==> src/rtl/hub75_pkg.sv <==
// hub75_pkg: state type, colour field indices and on-time helper shared by the
// HUB75 binary-coded-modulation driver and its plane selector.
package hub75_pkg;

    typedef enum logic [2:0] {
        IDLE,
        FETCH,
        CAPTURE,
        CLK_HI,
        CLK_LO,
        LATCH,
        WAIT,
        NEXT
    } hub75_state_t;

    // Field positions inside a packed {R,G,B} pixel word and inside the 3-bit serial bus
    localparam int RED   = 2;
    localparam int GREEN = 1;
    localparam int BLUE  = 0;

    // Display time of one bit-plane: plane b is lit for base << b clocks
    function automatic int unsigned plane_ticks(input int unsigned base, input int unsigned plane);
        return base << plane;
    endfunction

endpackage

==> src/rtl/hub75_plane_select.sv <==
// hub75_plane_select: picks one bit-plane out of a packed {R,G,B} pixel word.
// Each colour field is COLOR_BITS wide, MSB first; the result is {R,G,B}.
module hub75_plane_select
    import hub75_pkg::*;
#(
    parameter int COLOR_BITS = 2,
    parameter int PLANE_W    = 1
) (
    input  logic [3*COLOR_BITS-1:0] pixel,
    input  logic [PLANE_W-1:0]      plane,
    output logic [2:0]              rgb
);

    logic [COLOR_BITS-1:0] red;
    logic [COLOR_BITS-1:0] green;
    logic [COLOR_BITS-1:0] blue;

    // Split the word into colour fields and take the selected bit of each
    always_comb begin
        red        = pixel[RED*COLOR_BITS   +: COLOR_BITS];
        green      = pixel[GREEN*COLOR_BITS +: COLOR_BITS];
        blue       = pixel[BLUE*COLOR_BITS  +: COLOR_BITS];
        rgb        = '0;
        rgb[RED]   = red[plane];
        rgb[GREEN] = green[plane];
        rgb[BLUE]  = blue[plane];
    end

endmodule

==> src/rtl/hub75_bcm_driver.sv <==
// hub75_bcm_driver: dual-scan HUB75 panel scanner with binary-coded modulation.
// Each row is shifted out with the panel dark, latched, then lit for
// BASE_TICKS << plane clocks. A done pulse marks the end of every frame.
// Optional macro HUB75_BRIGHTNESS_EN adds an 8-bit brightness input that
// shortens the lit part of each WAIT without changing its length.
module hub75_bcm_driver
    import hub75_pkg::*;
#(
    parameter int COLS       = 32,
    parameter int ROW_W      = 4,
    parameter int COLOR_BITS = 2,
    parameter int BASE_TICKS = 32,
    parameter int ADDR_W     = ROW_W + $clog2(COLS),
    localparam int PLANE_W   = (COLOR_BITS > 1) ? $clog2(COLOR_BITS) : 1
) (
    input  logic                    clk,
    input  logic                    rst,
    input  logic                    enable,
`ifdef HUB75_BRIGHTNESS_EN
    input  logic [7:0]              brightness,
`endif
    output logic [ADDR_W-1:0]       pixelAddress0,
    input  logic [3*COLOR_BITS-1:0] pixel0,
    output logic [ADDR_W-1:0]       pixelAddress1,
    input  logic [3*COLOR_BITS-1:0] pixel1,
    output logic [ROW_W-1:0]        rowDecoder,
    output logic                    pixelClk,
    output logic [2:0]              columnPixels0,
    output logic [2:0]              columnPixels1,
    output logic                    columnLatch,
    output logic                    blank,
    output logic                    done,
    output logic [PLANE_W-1:0]      plane
);

    localparam int COL_W   = $clog2(COLS);
    localparam int TIMER_W = $clog2(BASE_TICKS << (COLOR_BITS - 1)) + 1;
    localparam logic [PLANE_W-1:0] LAST_PLANE = PLANE_W'(COLOR_BITS - 1);
    localparam logic [COL_W-1:0]   LAST_COL   = COL_W'(COLS - 1);

    hub75_state_t         state;
    hub75_state_t         next_state;
    logic [COL_W-1:0]     column;
    logic [ROW_W-1:0]     row;
    logic [ROW_W-1:0]     row_dec;
    logic [PLANE_W-1:0]   plane_q;
    logic [TIMER_W-1:0]   timer;
    logic [2:0]           bits0;
    logic [2:0]           bits1;
    logic [2:0]           rgb0;
    logic [2:0]           rgb1;
    logic [31:0]          plane_len;
    logic                 column_last;
    logic                 row_last;
    logic                 timer_last;
    logic                 frame_end;
`ifdef HUB75_BRIGHTNESS_EN
    logic [31:0]          on_limit;
    logic                 wait_dark;
`endif

    hub75_plane_select #(
        .COLOR_BITS (COLOR_BITS),
        .PLANE_W    (PLANE_W)
    ) u_select0 (
        .pixel (pixel0),
        .plane (plane_q),
        .rgb   (rgb0)
    );

    hub75_plane_select #(
        .COLOR_BITS (COLOR_BITS),
        .PLANE_W    (PLANE_W)
    ) u_select1 (
        .pixel (pixel1),
        .plane (plane_q),
        .rgb   (rgb1)
    );

    // Both halves read the same location; COLS is a power of two so row*COLS+column is a concat
    assign pixelAddress0 = ADDR_W'({row, column});
    assign pixelAddress1 = ADDR_W'({row, column});
    assign rowDecoder    = row_dec;
    assign columnPixels0 = bits0;
    assign columnPixels1 = bits1;
    assign plane         = plane_q;

    // Position flags and the current plane's on-time used by both the FSM and the datapath
    always_comb begin
        plane_len   = plane_ticks(BASE_TICKS, 32'(plane_q));
        column_last = (column == LAST_COL);
        row_last    = (row == '1);
        timer_last  = (32'(timer) == plane_len - 32'd1);
        frame_end   = row_last && (plane_q == LAST_PLANE);
`ifdef HUB75_BRIGHTNESS_EN
        on_limit    = (plane_len * 32'(brightness)) >> 8;
        wait_dark   = (32'(timer) >= on_limit);
`endif
    end

    // State register; reset drops straight to IDLE so the panel goes dark immediately
    always_ff @(posedge clk or negedge rst) begin
        if (!rst) begin
            state <= IDLE;
        end else begin
            state <= next_state;
        end
    end

    // Next-state logic: shift four cycles per column, latch, display, advance row/plane
    always_comb begin
        next_state = IDLE;
        case (state)
            IDLE:    next_state = enable ? FETCH : IDLE;
            FETCH:   next_state = CAPTURE;
            CAPTURE: next_state = CLK_HI;
            CLK_HI:  next_state = CLK_LO;
            CLK_LO:  next_state = column_last ? LATCH : FETCH;
            LATCH:   next_state = WAIT;
            WAIT:    next_state = timer_last ? NEXT : WAIT;
            NEXT:    next_state = (frame_end && !enable) ? IDLE : FETCH;
            default: next_state = IDLE;
        endcase
    end

    // Output decode; the panel is dark everywhere except while a row is being displayed
    always_comb begin
        pixelClk    = 1'b0;
        columnLatch = 1'b0;
        blank       = 1'b1;
        done        = 1'b0;
        case (state)
            CLK_HI:  pixelClk = 1'b1;
            LATCH:   columnLatch = 1'b1;
`ifdef HUB75_BRIGHTNESS_EN
            WAIT:    blank = wait_dark;
`else
            WAIT:    blank = 1'b0;
`endif
            NEXT:    done = frame_end;
            default: ;
        endcase
    end

    // Scan counters, display timer and registered serial data
    always_ff @(posedge clk or negedge rst) begin
        if (!rst) begin
            column  <= '0;
            row     <= '0;
            row_dec <= '0;
            plane_q <= '0;
            timer   <= '0;
            bits0   <= '0;
            bits1   <= '0;
        end else begin
            case (state)
                CAPTURE: begin
                    bits0 <= rgb0;
                    bits1 <= rgb1;
                end
                CLK_LO: begin
                    column <= column + 1'b1;
                    if (column_last) begin
                        row_dec <= row;
                    end
                end
                LATCH: begin
                    timer <= '0;
                end
                WAIT: begin
                    if (!timer_last) begin
                        timer <= timer + 1'b1;
                    end
                end
                NEXT: begin
                    row <= row + 1'b1;
                    if (row_last) begin
                        plane_q <= (plane_q == LAST_PLANE) ? '0 : plane_q + 1'b1;
                    end
                end
                default: ;
            endcase
        end
    end

endmodule

==> config.mk <==
export PLATFORM = sky130hd
export DESIGN_NAME = hub75_bcm_driver
export DESIGN_NICKNAME = d
export VERILOG_FILES = /design/src/rtl/hub75_pkg.sv /design/src/rtl/hub75_plane_select.sv /design/src/rtl/hub75_bcm_driver.sv
export SDC_FILE = /design/constraint.sdc
export NUM_CORES = 1
export LEC_CHECK = 0
export CORE_MARGIN = 10
export CORE_UTILIZATION = 41
export DETAILED_ROUTE_END_ITERATION = 8
export PLACE_DENSITY = 0.87
export RECOVER_POWER = 50
export SYNTH_ARGS = -nofsm -noshare
export SYNTH_HDL_FRONTEND = slang
export SYNTH_HIERARCHICAL = 1
export SYNTH_SLANG_ARGS = --single-unit
==> constraint.sdc <==
create_clock -name clk -period 1.5 [get_ports clk]
set_input_delay 0.15 -clock clk [delete_from_list [all_inputs] [get_ports clk]]
set_output_delay 0.15 -clock clk [all_outputs]
set_load 0.02 [all_outputs]
# Word level (Yosys, flattened, before mapping)
# Index checks and enable logic that the tools add are counted.
dict set report totals {
  in_bits 15
  elab_cells 58
  ff_bits 30
}
dict set report classes {
  reduce_logical 8
  n_eq_ne 11
  add_sub_neg 5
  muxes 24
  n_lt_le_gt_ge 1
  shift 1
}
# op count
set ops {}
lappend ops {{$eq A7 B32 Y1} 1}
lappend ops {{$shl A6 B1 Y32 const A} 1}
lappend ops {{$sub A32 B1 Y32 const B} 1}
lappend ops {{$pmux W3 S8} 1}
lappend ops {{$mux W1} 20}
lappend ops {{$pmux W7 S2} 1}
lappend ops {{$eq A3 B3 Y1 const B} 4}
lappend ops {{$add A7 B1 Y7 const B} 1}
lappend ops {{$mux W7} 1}
lappend ops {{$eq A3 B2 Y1 const B} 2}
lappend ops {{$reduce_and A2 Y1} 3}
lappend ops {{$add A5 B1 Y5 const B} 1}
lappend ops {{$eq A5 B5 Y1 const B} 1}
lappend ops {{$add A4 B1 Y4 const B} 1}
lappend ops {{$eq A4 B4 Y1 const B} 1}
lappend ops {{$eq A3 B1 Y1 const B} 1}
lappend ops {{$logic_not A3 Y1} 1}
lappend ops {{$mux W3} 1}
lappend ops {{$logic_and A1 B1 Y1} 2}
lappend ops {{$lt A1 B2 Y1 const B} 1}
lappend ops {{$ne A2 B2 Y1 const B} 1}
lappend ops {{$reduce_bool A2 Y1} 1}
lappend ops {{$add A1 B1 Y1 const B} 1}
lappend ops {{$logic_not A1 Y1} 1}

# Depth between registers and ports, before layout
# Gate-level depths: netlist of the first run.
dict set report logic_depth {
  depth_word 5
  ltp_mapped 5
  ltp_nobuf 5
}

# Modules after synthesis
# Netlist of the first run, hierarchy kept.
# mod area_per_inst_um2 instances cells_each seq_area_each_um2
set by_module_without_submodules {}
lappend by_module_without_submodules {hub75_bcm_driver 1431.4 1 124 750.7}
lappend by_module_without_submodules {hub75_plane_select 33.8 2 3 0.0}

# Worst setup path before layout of the first run
# OpenSTA, ideal clock, no wires.
dict set report synth_timing {
  kind {register to register}
  from {register plane_q, in the netlist plane}
  to {register timer[5]}
  arrival_time_ns 1.582
  synth_period_minus_slack_ns 1.660
  setup_time_ns 0.078
  stages_incl_launch_ff 5
  slack_ns -0.160
  path_cell_list {dfrtp_1 > xor2_1 > nor3_1 > or4_1 > a21oi_1}
}
dict set report synth_between {
  elab_chain_len 5
}
# item line_no
set synth_rtl {}
lappend synth_rtl {{start: declaration} hub75_bcm_driver.sv:46} ;# logic [PLANE_W-1:0] plane_q;
lappend synth_rtl {{start signal: assignment} hub75_bcm_driver.sv:178} ;# plane_q <= (plane_q == LAST_PLANE) ? '0 : plane_q + 1'b1;
lappend synth_rtl {{$shl A6 B1 Y32} hub75_pkg.sv:23} ;# return base << plane;
lappend synth_rtl {{$sub A32 B1 Y32} hub75_bcm_driver.sv:93} ;# timer_last = (32'(timer) == plane_len - 32'd1);
lappend synth_rtl {{$eq A7 B32 Y1} hub75_bcm_driver.sv:93}
lappend synth_rtl {{$ne A2 B2 Y1 (no source line)} n/a}
lappend synth_rtl {{$reduce_and A2 Y1 (no source line)} n/a}
lappend synth_rtl {{end signal: assignment} hub75_bcm_driver.sv:172} ;# timer <= timer + 1'b1;
lappend synth_rtl {{end: declaration} hub75_bcm_driver.sv:47} ;# logic [TIMER_W-1:0] timer;
# No other way between the ends.
# A chain may end at the register's enable or synchronous reset.

# Worst setup path in the final report of the first run
dict set report layout_timing {
  from {register row[1]}
  to {output port done}
}
dict set report layout_between {
  elab_chain_len 3
}
# item line_no
set layout_rtl {}
lappend layout_rtl {{start: declaration} hub75_bcm_driver.sv:44} ;# logic [ROW_W-1:0] row;
lappend layout_rtl {{start signal: assignment} hub75_bcm_driver.sv:176} ;# row <= row + 1'b1;
lappend layout_rtl {{$eq A4 B4 Y1} hub75_bcm_driver.sv:92} ;# row_last = (row == '1);
lappend layout_rtl {{$logic_and A1 B1 Y1} hub75_bcm_driver.sv:94} ;# frame_end = row_last && (plane_q == LAST_PLANE);
lappend layout_rtl {{$mux W1} hub75_bcm_driver.sv:132} ;# case (state)
lappend layout_rtl {{end: declaration} hub75_bcm_driver.sv:32} ;# output logic done,
# No other way between the ends.

==> impl_metrics.json, run 1 <==
{
  "grt_use_total": 0.130,
  "port_buffers": 47,
  "drt_wl_total_um": 4270,
  "p_per_area_mw_per_mm2": 669,
  "finalWorstSetupSlack_ns": -0.0311,
  "start_kind": "flip-flop",
  "final_area_mm2": 0.00236,
  "power_mw": 1.58,
  "grt_pass1_wl_um": 6510,
  "maxCapViolations": 0,
  "cts-buffers-inserted": 5,
  "dieHeight_um": 80.5,
  "antennaDiodeCount": 0,
  "synth_edf_count": 0,
  "synthArstFlopShare": 1.00,
  "slew_viol_final": 0,
  "wl_per_cell_um": 17.0,
  "grt_max_degree": 31,
  "row_count": 21,
  "avgSynthCellArea_um2": 11.5,
  "cts_num_sinks": 30,
  "syn_area_mm2": 0.00150,
  "dpl_cell_area_mm2": 0.00215,
  "clk_pin_slew_worst_paths_ns": 0.07,
  "worst_pin_slew_ns": 0.726,
  "ir_worst_vdd_mv": 0.476,
  "cp_max_fo": 2,
  "rr_endpoint": "timer[5]",
  "synth.ff_latch_count": 30,
  "criticalPathCategory": "reg2out",
  "clockRootBuffer": "clkbuf_8",
  "reg2reg_slack_ns": -0.01,
  "violations": "setup timing",
  "grt_pass1_vias": 1331,
  "wl_met2_um": 2400,
  "seq_area_frac_synth": 0.501,
  "fmax_mhz": 653,
  "rsz0062_at_grt": "yes",
  "first_iter_violations": 75,
  "synth.top_cell.area_share": 0.501,
  "critPathCaptureType": "output port",
  "die_area_mm2": 0.00647,
  "die_w_um": 80.5,
  "yosys-top-cells-area": "dfrtp_1 (50%), mux2_2 (14%), buf_4 (4.5%)",
  "clock_latency_ns": 0.29,
  "yosys_warnings": 6,
  "synth.distinct_cells": 31,
  "drive_above_1_share": 0.410,
  "drt-met1-wl_um": 1630,
  "maxUsedRoutingLayer": "met4",
  "skew_ns": 0.00793,
  "gp_congestion": 0.733,
  "cts_tree": "built",
  "ant_nets": 0,
  "run_status": "complete, but fails checks",
  "p_leak_nw": 1.18,
  "drtPass1Iterations": 4,
  "cp.arrival_ns": 1.38,
  "hold_buffers": 0,
  "worstReg2RegStart": "state[0]",
  "routed_via_density": 4.99,
  "syn_inst": 130,
  "finalSetupViolCount": 2,
  "ios": 48,
  "layout_min_cycle_time_ns": 1.53,
  "final_cell_mix": "buf_4 (30), dfrtp_1 (27), clkdlybuf4s50_1 (23), mux2_2 (19), dlygate4sd2_1 (15)",
  "hold_viol": 0,
  "overflow": 0,
  "max-slew-margin-rel": 0.516,
  "layout.nets": 223,
  "wl_met3_um": 211,
  "drc": 0,
  "grt_antenna_before_repair": 0,
  "cts.path.max_buffers": 2,
  "min_path_type": "in2async",
  "fin_crit_sh": 1.02,
  "cts.htree.levels": 2,
  "coreArea_mm2": 0.00344,
  "syn2layout_area_growth_pct": 57.8,
  "final_common_cell": "buf_4",
  "vias": 1253,
  "hpwlAfterDp_um": 3020,
  "floorplan.initialDensity": 0.435,
  "reg2reg_depth": 4,
  "synth_top_area_cell": "dfrtp_1",
  "fillCellCount": 245,
  "required_ns": 1.35,
  "synthesis.nets": 149,
  "synth_ff_type": "dfrtp_1"
}
layer usage:
layer	vias up	global-route usage
met4	0	0.0528
met2	23	0.225
met5	-	0
met3	4	0.0523
met1	625	0.135
li1	601	-
through the flow:
step / TNS, ns / hold WS [ns] / utilization / setup WS (ns) / instances
after global placement: -0.177 / 0.495 / 0.625 / -0.150 / 235
after global routing: -0.360 / 0.517 / 0.687 / -0.113 / 251
after CTS: -0.0657 / 0.260 / 0.650 / -0.0614 / 245
final: -0.0441 / 0.442 / 0.687 / -0.0311 / 251
after floorplan: 0 / -0.146 / - / 0.00187 / 130
after detailed placement: -0.338 / 0.503 / 0.625 / -0.221 / 235
worst max-delay path: stages, from the launching register on:
cell and delay, ns:
dfrtp_1 0.35, ha_2 0.19, nand4_1 0.14, nor2_2 0.16, and2_4 0.15, buf_6 0.11
what timing repair did:
item | CTS | global route
gates cloned | 0 | 0
setup buffers | 2 | 6
resized for setup | 30 | 28
pin swaps | 3 | 5
endpoints found under the setup margin | 20 | 21
worst max path at each step:
| stage | startpoint | slack, ns | endpoint | cells past startpoint |
|---|---|---|---|---|
| final | row[1] | -0.03 | done | 5 |
| after global routing | row[1] | -0.11 | done | 5 |
| after CTS | row[0] | -0.06 | done | 5 |
| after detailed placement | row[1] | -0.22 | done | 5 |
| after global placement | row[0] | -0.15 | done | 5 |
| after floorplan | plane | 0.002 | timer[5] | 4 |
cells by family (layout without fill, tap and decap cells):
logic type,Yosys count,count (layout),synth area share
xor gates and xnor gates,9,9,0.0526
and+or+nand+nor,36,36,0.134
buffers and inverters,15,90,0.0609
AOI/OAI and AO/OA,14,14,0.0551
muxes,22,22,0.163
DFF,30,30,0.501
adders and majority gates,4,4,0.0334
Yosys cell counts, drive strengths merged, types with 2 or more instances:
library cell and number:
buf 10, mux2i 3, mux2 19, dfrtp 30, and3 2, inv 3, nand3 6, nor3 2
nand2 7, xor2 5, clkbuf 2, nor2 7, a21oi 2, ha 4, and2 2, xnor2 4
o21ai 7, nand4 5
registers in the layout, summed over array words and instances, names as in the netlist:
| signal | count |
|---|---|
| plane | 1 |
| state | 3 |
| timer | 7 |
| columnPixels0 | 3 |
| row | 4 |
| columnPixels1 | 3 |
| column | 5 |
| rowDecoder | 4 |
final cells by class:
cell class | count | area (µm²) | area share
Sequential cell | 30 | 754 | 0.319
Multi-Input combinational cell | 85 | 754 | 0.319
Timing Repair Buffer | 79 | 696 | 0.294
Clock buffer | 7 | 86.3 | 0.0365
Tap cell | 46 | 57.6 | 0.0243
Inverter | 3 | 11.3 | 0.00476
Clock inverter | 1 | 5.00 | 0.00212
report_power, final:
group          internal, mW  leakage, nW  switching (mW)
Clock                 0.369       0.0482           0.293
Sequential            0.818        0.385         0.00436
Combinational        0.0576        0.747          0.0398
Total                  1.24         1.18           0.337
(Power assumes the default switching activity.)
==> inputs of run 2 (changes only) <==
- CAP_MARGIN: not set -> 20
==> results of run 2 <==
Same layout as run 1: the final DEF is identical, and so are final timing and power.
==> inputs of run 3 (changes only) <==
- PLACE_DENSITY: 0.87 -> not set
- PLACE_DENSITY_LB_ADDON: not set -> 0.3
==> run 3 against run 2 <==
Compared with the run above:
- the run still ends with setup timing left
- total power fell by 0.26%
- sequential power about the same
- maximum frequency is 2.1% lower
- clock-buffer cell count stayed put
- final area is 0.11% higher
- largest cell class is now multi-input gates
- critical path type is now reg2reg
==> impl_metrics.json, run 3 (same netlist as run 1, synthesis figures left out) <==
{
  "finalWorstSetupSlack_ns": -0.0637,
  "post-route-util": 0.688,
  "power.internal_mw": 1.24,
  "grt_max_degree": 31,
  "maxCapViolations": 0,
  "power_mw": 1.58,
  "cp.arrival_ns": 1.78,
  "cts.path.max_buffers": 2,
  "place_inst": 238,
  "run_status": "complete, but fails checks",
  "layout.nets": 224,
  "grt_pass1_vias": 1325,
  "drt_wl_total_um": 4000,
  "path_cells": "and3b_2, nand4_1, or4_4, a21oi_2",
  "cts-buffers-inserted": 5,
  "dieHeight_um": 80.5,
  "start_kind": "flip-flop",
  "required_ns": 1.72,
  "worst_pin_slew_ns": 0.746,
  "pwr-share-seq": 0.521,
  "final_common_cell": "buf_4",
  "grt_use_total": 0.127,
  "critPathCaptureType": "flip-flop",
  "skew_ns": 0.00588,
  "ant_nets": 0,
  "drc": 0,
  "violations": "setup timing",
  "cts_tree": "built",
  "p_leak_nw": 1.16,
  "reg_top3": "timer (7), column (5)",
  "criticalPathCategory": "reg2reg",
  "final_area_mm2": 0.00237,
  "drive_above_1_share": 0.413,
  "slew_viol_final": 0,
  "dp_slack_ns": -0.196,
  "antennaDiodeCount": 0,
  "min_path_type": "in2async",
  "grt_pass1_wl_um": 6440,
  "regMostFlops": "timer",
  "cts.htree.levels": 2,
  "setup_tns_ns": -0.0990,
  "largest_reg_flops": 7,
  "fmax_mhz": 639,
  "ios": 48,
  "final_cell_mix": "buf_4 (28), dfrtp_1 (27), clkdlybuf4s50_1 (23), dlygate4sd2_1 (18), mux2_2 (15)",
  "routed_via_density": 5.02,
  "fin_crit_sh": 1.04,
  "p_per_area_mw_per_mm2": 666,
  "p_clk_frac": 0.418,
  "ir_worst_vdd_mv": 0.593,
  "clock_latency_ns": 0.28,
  "finalSetupViolCount": 4,
  "hold_viol": 0,
  "overflow": 0,
  "gp_congestion": 0.769,
  "port_buffers": 47,
  "hold_buffers": 0,
  "drtPass1Iterations": 4,
  "rsz0062_at_grt": "yes",
  "syn2layout_area_growth_pct": 57.9,
  "slowest_stage": "or4_4",
  "fin_cells": 252,
  "wl_per_cell_um": 15.9,
  "slowest_delay_ns": 0.51,
  "critPathBufInv": 0,
  "crit_family": "simple AND/OR/NAND/NOR gates",
  "dpl_cell_area_mm2": 0.00217,
  "row_count": 21,
  "floorplan.initialDensity": 0.435,
  "clk_pin_slew_worst_paths_ns": 0.06,
  "cts_num_sinks": 30,
  "die_w_um": 80.5,
  "switchingPower_mw": 0.333,
  "grt_antenna_before_repair": 0,
  "clockRootBuffer": "clkbuf_8",
  "cp_max_fo": 5,
  "layout_min_cycle_time_ns": 1.56,
  "hold_slack_ns": 0.458,
  "vias": 1264,
  "switching_share": 0.211,
  "hpwlAfterDp_um": 2990,
  "max-slew-margin-rel": 0.502,
  "coreArea_mm2": 0.00344,
  "die_area_mm2": 0.00647,
  "first_iter_violations": 43,
  "comb_power_share": 0.061
}
==> run 3: layout make-up <==
cell class | count | area (µm²)
inverter | 3 | 13.8
clock buffer | 7 | 86.3
multi-input combinational | 85 | 759
sequential | 30 | 754
fill | 267 | 1070
clock inverter | 1 | 5.00
timing repair buffer | 80 | 691
tap | 46 | 57.6
==> run 3: metal layers <==
metal  wire (µm)  share of wire  global-route usage
met1        1560           0.39               0.137
met5           0              0                   0
met3         269          0.067              0.0579
met2        2100           0.52               0.214
met4          74          0.018              0.0475
==> run 3: path summary, 6_finish.rpt <==
| path | startpoint | depth (start not counted) | end | slack [ns] |
|---|---|---|---|---|
| max | state[0] | 4 | timer[5] | -0.06 |
| min | rst | 2 | columnPixels1[0] | 0.46 |
| max reg2reg | state[0] | 4 | timer[5] | -0.06 |
| min reg2reg | columnPixels0[2] | 1 | columnPixels0[2] | 0.51 |
| max in group asynchronous | rst | 2 | column[0] | 0.52 |
| min in group clk | columnPixels0[2] | 1 | columnPixels0[2] | 0.51 |
==> run 3: power by group through the flow <==
stage / combinational, mW / clock (mW) / sequential [mW]
global route: 0.105 / 0.721 / 0.822
finish: 0.0961 / 0.660 / 0.822
global placement: 0.0976 / 0 / 0.836
detailed placement: 0.0996 / 0 / 0.837
CTS: 0.0999 / 0.683 / 0.822
floorplan: 0.0148 / 0 / 0.847
==> run 3: worst register-to-register path, stage by stage, from the launching register on <==
cell and delay, ns:
dfrtp_1 0.43, and3b_2 0.28, nand4_1 0.15, or4_4 0.52, a21oi_2 0.12
==> run 3: repair_timing <==
item                       4_1_cts  5_1_grt
setup endpoints to repair       24       19
setup buffers                    2        4
pin swaps                        2        7
resized for setup               41       22
